--- config.mk ---
export PLATFORM = sky130hd
export DESIGN_NAME = sync_fifo
export DESIGN_NICKNAME = d
export VERILOG_FILES = /design/src/rtl/sync_fifo.sv
export SDC_FILE = /design/constraint.sdc
export NUM_CORES = 1
export LEC_CHECK = 0
export ABC_AREA = 1
export ABC_CLOCK_PERIOD_IN_PS = 1950
export CORE_ASPECT_RATIO = 0.7
export CORE_MARGIN = 3
export CORE_UTILIZATION = 25
export CTS_CLUSTER_DIAMETER = 50
export DETAILED_ROUTE_END_ITERATION = 16
export HOLD_SLACK_MARGIN = 0.06
export PLACE_DENSITY_LB_ADDON = 0.05
export RECOVER_POWER = 100
export SLEW_MARGIN = 20
export SYNTH_ARGS = -nofsm -noshare
export SYNTH_HDL_FRONTEND = slang
export SYNTH_SLANG_ARGS = --single-unit
--- constraint.sdc ---
create_clock -name clk -period 1.95 [get_ports clk]
set_input_delay 0.195 -clock clk [delete_from_list [all_inputs] [get_ports clk]]
set_output_delay 0.195 -clock clk [all_outputs]
set_load 0.005 [all_outputs]
--- src/rtl/sync_fifo.sv ---
// Single-clock FIFO with full/empty flags, flush, and simultaneous read/write when full.
// The head output reads 0 from reset or flush until the first write lands.
module sync_fifo #(
    parameter int WIDTH = 32,
    parameter int DEPTH = 8
) (
    input  logic             clk,
    input  logic             reset,
    input  logic             flush,
    input  logic             wr_en,
    input  logic [WIDTH-1:0] wr_data,
    input  logic             rd_en,
    output logic [WIDTH-1:0] rd_data,
    output logic             full,
    output logic             empty,
    output logic             wr_drop
);

    localparam int AW = $clog2(DEPTH);

    logic [AW:0]      wr_ptr;
    logic [AW:0]      rd_ptr;
    logic [WIDTH-1:0] mem [DEPTH];
    logic             fresh;
    logic             do_rd;
    logic             do_wr;

    assign empty   = (wr_ptr == rd_ptr);
    assign full    = (wr_ptr[AW] != rd_ptr[AW]) && (wr_ptr[AW-1:0] == rd_ptr[AW-1:0]);
    assign do_rd   = rd_en && !empty;
    // A read in the same cycle frees the slot the write needs.
    assign do_wr   = wr_en && (!full || do_rd);
    assign wr_drop = wr_en && !do_wr;
    assign rd_data = fresh ? '0 : mem[rd_ptr[AW-1:0]];

    // NOTE: sequential state uses non-blocking assignments so every register samples pre-edge values.
    always_ff @(posedge clk or negedge reset) begin
        if (!reset) begin
            wr_ptr <= '0;
            rd_ptr <= '0;
            fresh  <= 1'b1;
        end else if (flush) begin
            wr_ptr <= '0;
            rd_ptr <= '0;
            fresh  <= 1'b1;
        end else begin
            if (do_wr) begin
                wr_ptr <= wr_ptr + 1'b1;
                fresh  <= 1'b0;
            end
            if (do_rd) rd_ptr <= rd_ptr + 1'b1;
        end
    end

    // NOTE: storage is reset so a drained FIFO never exposes X on the head output.
    always_ff @(posedge clk or negedge reset) begin
        if (!reset) begin
            for (int i = 0; i < DEPTH; i++) mem[i] <= '0;
        end else if (do_wr && !flush) begin
            mem[wr_ptr[AW-1:0]] <= wr_data;
        end
    end

endmodule

# Yosys cells after proc, flatten, opt, wreduce, memory -nomap -nowiden
# Cells that the tools add are included.
[totals]
register_bits = 265
inputBits = 37
out_inout_bits = 35
wordCells = 47
[op_classes]
addsub = 2
order_cmp = 3
eq_ne = 3
n_mux = 13
bitwise_logic = 2
reduce_logical = 13
[op_table]
columns = ["op", "count"]
rows = [
  ["256-bit bitwise mux", 1],
  ["32-bit 2-to-1 mux", 4],
  ["32-bit binary-select mux with 3-bit select", 1],
  ["32-bit demux with 3-bit select", 1],
  ["4-bit 2-to-1 mux", 4],
  ["4-bit by 1-bit adder with 4-bit output, second input constant", 2],
  ["4-bit >= comparator, second input constant", 2],
  ["3-bit inverter with 4-bit output", 2],
  ["1-bit logical AND", 6],
  ["4-bit equality test", 1],
  ["1-bit zero test", 4],
  ["4-bit by 1-bit less-than comparator with 1-bit output, second input constant", 1],
  ["2-bit nonzero test", 2],
  ["3-bit equality test", 1],
  ["1-bit 2-to-1 mux", 2],
  ["1-bit logical OR", 1],
  ["1-bit != test", 1],
]

# Logic depth before layout (Yosys ltp)
# Gate-level depths: netlist of the first run.
[logic_depth]
depth_word = 7
depth_mapped = 12
mapped_depth_nobuf = 10

# Least setup slack after synthesis of the first run
# OpenSTA, ideal clock, no wires.
[synth_path]
path_type = "register to output"
from = "register rd_ptr[0]"
to = "output rd_data[23]"
arrival_time_ps = 1404
required_ps = 1755
setup_slack_ps = 351
stages_incl_launch_ff = 8
n_path_buf = 2
path_cell_list = "dfrtp_1 inv_1 buf_2 buf_1 nor2_1 o21ai_0 o21ai_0 a31oi_1"
[synth_between]
elab_chain_cells = 5
[synth_lines]
columns = ["element", "line", "source"]
rows = [
  ["from (decl)", "22", "logic [AW:0] rd_ptr;"],
  ["from (signal assigned)", "51", "if (do_rd) rd_ptr <= rd_ptr + 1'b1;"],
  ["3-bit inverter with 4-bit output (not written as such)", "34", "assign rd_data = fresh ? '0 : mem[rd_ptr[AW-1:0]];"],
  ["32-bit binary-select mux with 3-bit select", "34", ""],
  ["32-bit 2-to-1 mux (not written as such) (2 in a row)", "34", ""],
  ["32-bit 2-to-1 mux", "34", ""],
  ["to (decl)", "13", "output logic [WIDTH-1:0] rd_data,"],
]
# No other way between the ends. The select of a mux whose other input is x is not followed.

# Worst setup path after layout of the first run
[layout_path]
from = "register rd_ptr[0]"
to = "output rd_data[2]"
# Same word-level chain as after synthesis.

==> results of run 1 <==
per-layer routing:
metal	GRT usage [%]	vias to the layer above	routed length [um]
met2	28.1	224	23900
met4	2.84	0	684
met5	0.256	-	0
met3	2.64	51	2160
li1	-	5793	-
met1	31.1	6164	30700
worst max-delay path, cell delays in order (launching register included):
cell and delay (ns):
dfrtp_4 0.49, buf_12 0.16, buf_12 0.15, buf_4 0.14, nor2_4 0.08, nor2_2 0.04, o21ai_1 0.06, o21ai_1 0.09
o21ai_2 0.17, buf_6 0.14, a31oi_2 0.04, buf_2 0.14
synth_stat cells:
cell and count:
a31oi_1 32, buf_1 12, buf_2 42, buf_4 21
buf_6 28, clkbuf_1 33, clkinv_1 1, dfrtp_1 264
dfstp_2 1, ha_1 2, inv_1 19, inv_2 3
nand2_1 786, nand3_1 8, nand3_4 1, nand4_2 1
nand4_4 8, nor2_1 227, nor2_2 1, nor2_4 8
nor3_1 7, o21ai_0 198, o31ai_1 1, xnor2_1 1
xor2_1 5
metrics by stage:
step	hold WS, ns	power (mW)	instances	utilization (%)	area, um2
2_1_floorplan	-0.101	9.33	1710	-	13000
3_3_place_gp	0.198	11.1	2448	30.0	15300
3_5_place_dp	0.199	11.1	2448	30.0	15300
4_1_cts	0.244	18.8	2578	35.4	18100
5_1_grt	0.423	20.4	2610	39.2	20000
6_report	0.409	19.3	2610	39.2	20000
state kept, by name, summed over array words and instances, names as in the netlist:
name,cells
fresh,1
rd_ptr,4
mem,256
wr_ptr,4
worst min-delay path by stage:
| stage | start | end | slack, ns |
|---|---|---|---|
| after global placement | reset | mem[254]$_DFFE_PN0P_ | 0.20 |
| final | flush | rd_ptr[3]$_DFFE_PN0P_ | 0.41 |
| after global routing | flush | rd_ptr[3]$_DFFE_PN0P_ | 0.42 |
| after CTS | reset | mem[30]$_DFFE_PN0P_ | 0.24 |
| after detailed placement | reset | mem[254]$_DFFE_PN0P_ | 0.20 |
| after floorplan | reset | mem[0]$_DFFE_PN0P_ | -0.10 |
repair_timing:
item,in CTS,in global routing
endpoints found under the setup margin,297,299
hold buffers,1,0
resized for setup,420,485
endpoints found under the hold margin,50,0
pin swaps,86,202
buffers inserted,46,23
gates cloned,24,21
cells by family after synthesis:
family / share of synthesized area, %
xor+xnor: 0.404
compound gates: 9.21
flops: 50.9
buf+inv: 7.21
simple gates: 32.1
fa+ha+maj: 0.192
cell type report:
cell class              instances  area [um2]
inverters                      23        98.8
repair inverters                1        11.3
repair buffers                299        4150
clock buffers                  48        1080
multi-input cells            1287        7130
clock inverters                13        86.3
fillers                      5177       31100
flip-flops and latches        265        6640
well taps                     674         843
power groups by stage:
stage | Sequential, mW | Clock (mW) | Combinational, mW
after floorplan | 7.05 | 0 | 2.28
after global placement | 7.21 | 0 | 3.91
after detailed placement | 7.21 | 0 | 3.91
after CTS | 7.17 | 6.73 | 4.94
after global routing | 7.40 | 6.98 | 6.03
final | 7.27 | 6.54 | 5.45
==> results.cfg, run 1 <==
[floorplanning]
rows = 69
io_pins = 72
coreArea_um2 = 51100
initial_core_util_pct = 25.5
dieHeight_um = 197
fp.dieW_um = 279
dieArea_um2 = 54900

[timing]
fin_setup_tns_ns = -88.32
report.final.slew_viol_count = 53
fmaxAchievable_mhz = 416
post-route-min-period_ns = 2.41
setup-violations-final = 296
setup_slack_ns = -0.455
finalCritPeriodShare_pct = 123
grt_setup_unrepaired = true
slew_headroom_pct = -10.2
final-hold-violation-count = 0
worstMarginPinSlew_ns = 1.65
skew_ns = 0.0270

[global_routing]
grt_start_max_net_pins = 57
grt_pass1_vias = 11800
grtUsageTotal_pct = 19.5
antenna_found_initial = 1
grt_pass1_wl_um = 80500
overflow = 0

[synth]
yosys_warnings = 0
synth_largest_area_cell = dfrtp_1
synth_seq_cells = 265
ys_seq_area_share_pct = 50.9
synth_nets = 1749
synth.top_cells.by_area = dfrtp_1, nand2_1, o21ai_0
synthCells = 1710
syn_area_um2 = 13000
netlist-cell-type-count = 25
yosys.area.top_type_share_pct = 50.7
avgSynthCellArea_um2 = 7.61

[placement]
dp_slack_ns = -0.424
place_congestion = 0.750
io_buffer_count = 71
hpwl_um = 31400

[power_and_ir_drop]
pwr-share-seq_pct = 37.8
irDropWorstVdd_mv = 0.492
comb_power_share_pct = 28.3
p_per_area_nw_per_um2 = 961
power.share.clock_pct = 34.0
switchingPower_mw = 6.27
power_switching_share_pct = 32.5
intPower_mw = 13.0
p_leak_nw = 9.91

[layout]
area_delta_synth_final_pct = 53.9
final_cell_mix = nand2_1, dfrtp_1, nor2_1, nand2_2, o21ai_1
final_common_cell = nand2_1
drive_gt1_share_pct = 36.8
antenna_cells = 0
nets = 1954

[setup_path]
path_class = flip-flop to primary output
cp-endpoint = rd_data[2]
cp.arrival_ns = 2.21
reg2reg_setup_slack_ns = -0.42
cp-end-kind = primary output
required_ns = 1.75
r2r-end = mem[82]$_DFFE_PN0P_
cp_max_fo = 6
start_kind = flip-flop
worstRegToRegCells = 18
reg2reg_from = rd_ptr[0]$_DFFE_PN0P_
cp-startpoint = rd_ptr[0]$_DFFE_PN0P_

[clocking]
cts_buffers = 38
clk_pin_slew_ns = 0.05
clkLatencyLatePin_ns = 0.53
htreeDepth = 2
cts_tree = yes
clkSinkCount = 265
cts_root_buffer = clkbuf_16
clock_path_buffers = 3

[drt]
drtAntennaViolNets = 0
drc = 0
wl_per_cell_um = 22.0
first_pass_iters = 5
vias = 12200
viasPerCell = 4.69
drt_iter0_markers = 782
drt_wl_total_um = 57400

[worst_hold_path]
hold_class = primary input to flip-flop
hold_depth = 3

[run]
timing.max_cap.violations = 1

[status]
status = finished, violations left
failed_checks = max-capacitance violations, max-slew violations, negative setup slack
Power figures use the tool's default switching activity.
==> run 2: changes to the inputs <==
--- a/config.mk
+++ b/config.mk
@@ -7,10 +7,11 @@
 export LEC_CHECK = 0
 export ABC_AREA = 1
 export ABC_CLOCK_PERIOD_IN_PS = 1950
-export CORE_ASPECT_RATIO = 0.7
+export CORE_ASPECT_RATIO = 1.5
 export CORE_MARGIN = 3
 export CORE_UTILIZATION = 25
 export CTS_CLUSTER_DIAMETER = 50
+export CTS_CLUSTER_SIZE = 40
 export DETAILED_ROUTE_END_ITERATION = 16
 export HOLD_SLACK_MARGIN = 0.06
 export PLACE_DENSITY_LB_ADDON = 0.05
==> results.cfg, run 2 (same netlist as run 1, synthesis figures left out) <==
[status]
status = finished, violations left
failed_checks = negative setup slack

[timing]
final-hold-violation-count = 0
report.final.slew_viol_count = 0
whs_ns = 0.397
finalCritPeriodShare_pct = 126
worstMarginPinSlew_ns = 1.13
fmaxAchievable_mhz = 406
grt_setup_unrepaired = true
setup_slack_ns = -0.511
skew_ns = 0.0379
post-route-min-period_ns = 2.46
setup-violations-final = 300
slew_headroom_pct = 24.4

[power_and_ir_drop]
irDropWorstVdd_mv = 0.593
p_per_area_nw_per_um2 = 1040
p_leak_nw = 9.28
total_power_mw = 19.6

[floorplanning]
fp.dieW_um = 192
rows = 101
dieHeight_um = 286
dieArea_um2 = 54900
coreArea_um2 = 51100
io_pins = 72
initial_core_util_pct = 25.5

[drt]
vias = 11800
drtAntennaViolNets = 0
drt_wl_total_um = 54100
drt_iter0_markers = 678
drc = 0
wl_per_cell_um = 20.8
first_pass_iters = 5
viasPerCell = 4.56

[setup_path]
cp_max_fo = 8
path_class = flip-flop to primary output
start_kind = flip-flop
worstRegToRegCells = 16
cp-end-kind = primary output
cp-startpoint = rd_ptr[0]$_DFFE_PN0P_
cp-endpoint = wr_drop
required_ns = 1.75
reg2reg_from = rd_ptr[0]$_DFFE_PN0P_
r2r-end = mem[144]$_DFFE_PN0P_
cp.arrival_ns = 2.27
reg2reg_setup_slack_ns = -0.49

[clocking]
cts_root_buffer = clkbuf_16
clock_path_buffers = 3
clkSinkCount = 265
cts_buffers = 36
htreeDepth = 2
cts_tree = yes
clkLatencyLatePin_ns = 0.54
clk_pin_slew_ns = 0.06

[layout]
area_delta_synth_final_pct = 44.7
final_common_cell = nand2_1
top_regs = mem x256, rd_ptr x4, wr_ptr x4
final_cell_mix = nand2_1, dfrtp_1, nor2_1, nand2_2, o21ai_1
largest-register = mem
largest_register_ffs = 256
antenna_cells = 0
final_cell_area_um2 = 18800
nFillCells = 5362
drive_gt1_share_pct = 28.6
nets = 1937
final_util_pct = 36.9

[placement]
postPlaceCellArea_um2 = 15200
place_congestion = 0.750
dp_slack_ns = -0.437
hpwl_um = 31800
io_buffer_count = 71

[global_routing]
grt_pass1_wl_um = 78200
grt_pass1_vias = 12100
antenna_found_initial = 0
grt_start_max_net_pins = 63
overflow = 0
grtUsageTotal_pct = 18.8

[worst_hold_path]
hold_class = primary input to async pin

[run]
timing.max_cap.violations = 0
[run 2: cell types whose count changed in the layout (fill, tap and decap cells not counted), sizes merged]
cell,delta
bufbuf,-1
bufinv,+3
buf,-13
inv,+6
clkbuf,-6
clkinvlp,+1
[run 2: what timing repair did]
action | in CTS | in global routing
pin swaps | 94 | 74
buffers inserted | 57 | 12
hold endpoints to repair | 264 | 0
hold buffers | 1 | 0
cloned | 16 | 18
endpoints found under the setup margin | 267 | 300
gates resized for setup | 427 | 192
[run 2: critical path, cell delays in order (launching register included)]
cell,delay [ns]
dfrtp_4,0.53
buf_8,0.17
buf_16,0.15
buf_12,0.14
nand2_4,0.06
nand2_4,0.05
nor2_4,0.09
buf_6,0.11
nand4_4,0.09
buf_12,0.17
nor2_4,0.06
buf_2,0.11
[run 2: layer usage]
layer | routed length [um] | GRT usage, % | up-vias
li1 | - | - | 5748
met1 | 22800 | 23.6 | 5845
met2 | 28800 | 34.2 | 162
met3 | 1250 | 2.05 | 70
met4 | 1150 | 4.67 | 0
met5 | 0 | 0 | -
[run 2: layout make-up]
type	instances	area (um2)	area share [%]
Clock buffer	42	986	5.23
Clock inverter	24	292	1.55
Inverter	23	91.3	0.485
Multi-Input combinational cell	1287	6310	33.5
Sequential cell	265	6640	35.2
Tap cell	669	837	4.44
Timing Repair Buffer	285	3680	19.5
[run 2: worst min-delay path by stage]
| stage | startpoint | end | slack [ns] | cells after the start |
|---|---|---|---|---|
| floorplan | reset | mem[0]$_DFFE_PN0P_ | -0.10 | 0 |
| global placement | reset | mem[185]$_DFFE_PN0P_ | 0.12 | 1 |
| detailed placement | reset | mem[153]$_DFFE_PN0P_ | 0.12 | 1 |
| CTS | reset | mem[249]$_DFFE_PN0P_ | 0.13 | 2 |
| global route | wr_data[11] | mem[235]$_DFFE_PN0P_ | 0.46 | 3 |
| finish | reset | mem[217]$_DFFE_PN0P_ | 0.40 | 2 |
[run 2: metrics by stage]
| stage | std cells | setup TNS [ns] |
|---|---|---|
| 2_1_floorplan | 1710 | 0 |
| 3_3_place_gp | 2435 | -21.15 |
| 3_5_place_dp | 2435 | -21.95 |
| 4_1_cts | 2574 | -115.45 |
| 5_1_grt | 2595 | -138.87 |
| 6_report | 2595 | -116.02 |
[run 2: power breakdown]
group / total [mW] / internal (mW) / leakage [nW] / switching [mW]
Sequential: 7.35 / 6.57 / 3.46 / 0.780
Combinational: 5.15 / 2.52 / 5.21 / 2.63
Clock: 7.09 / 4.15 / 0.614 / 2.93
Total: 19.6 / 13.2 / 9.28 / 6.34
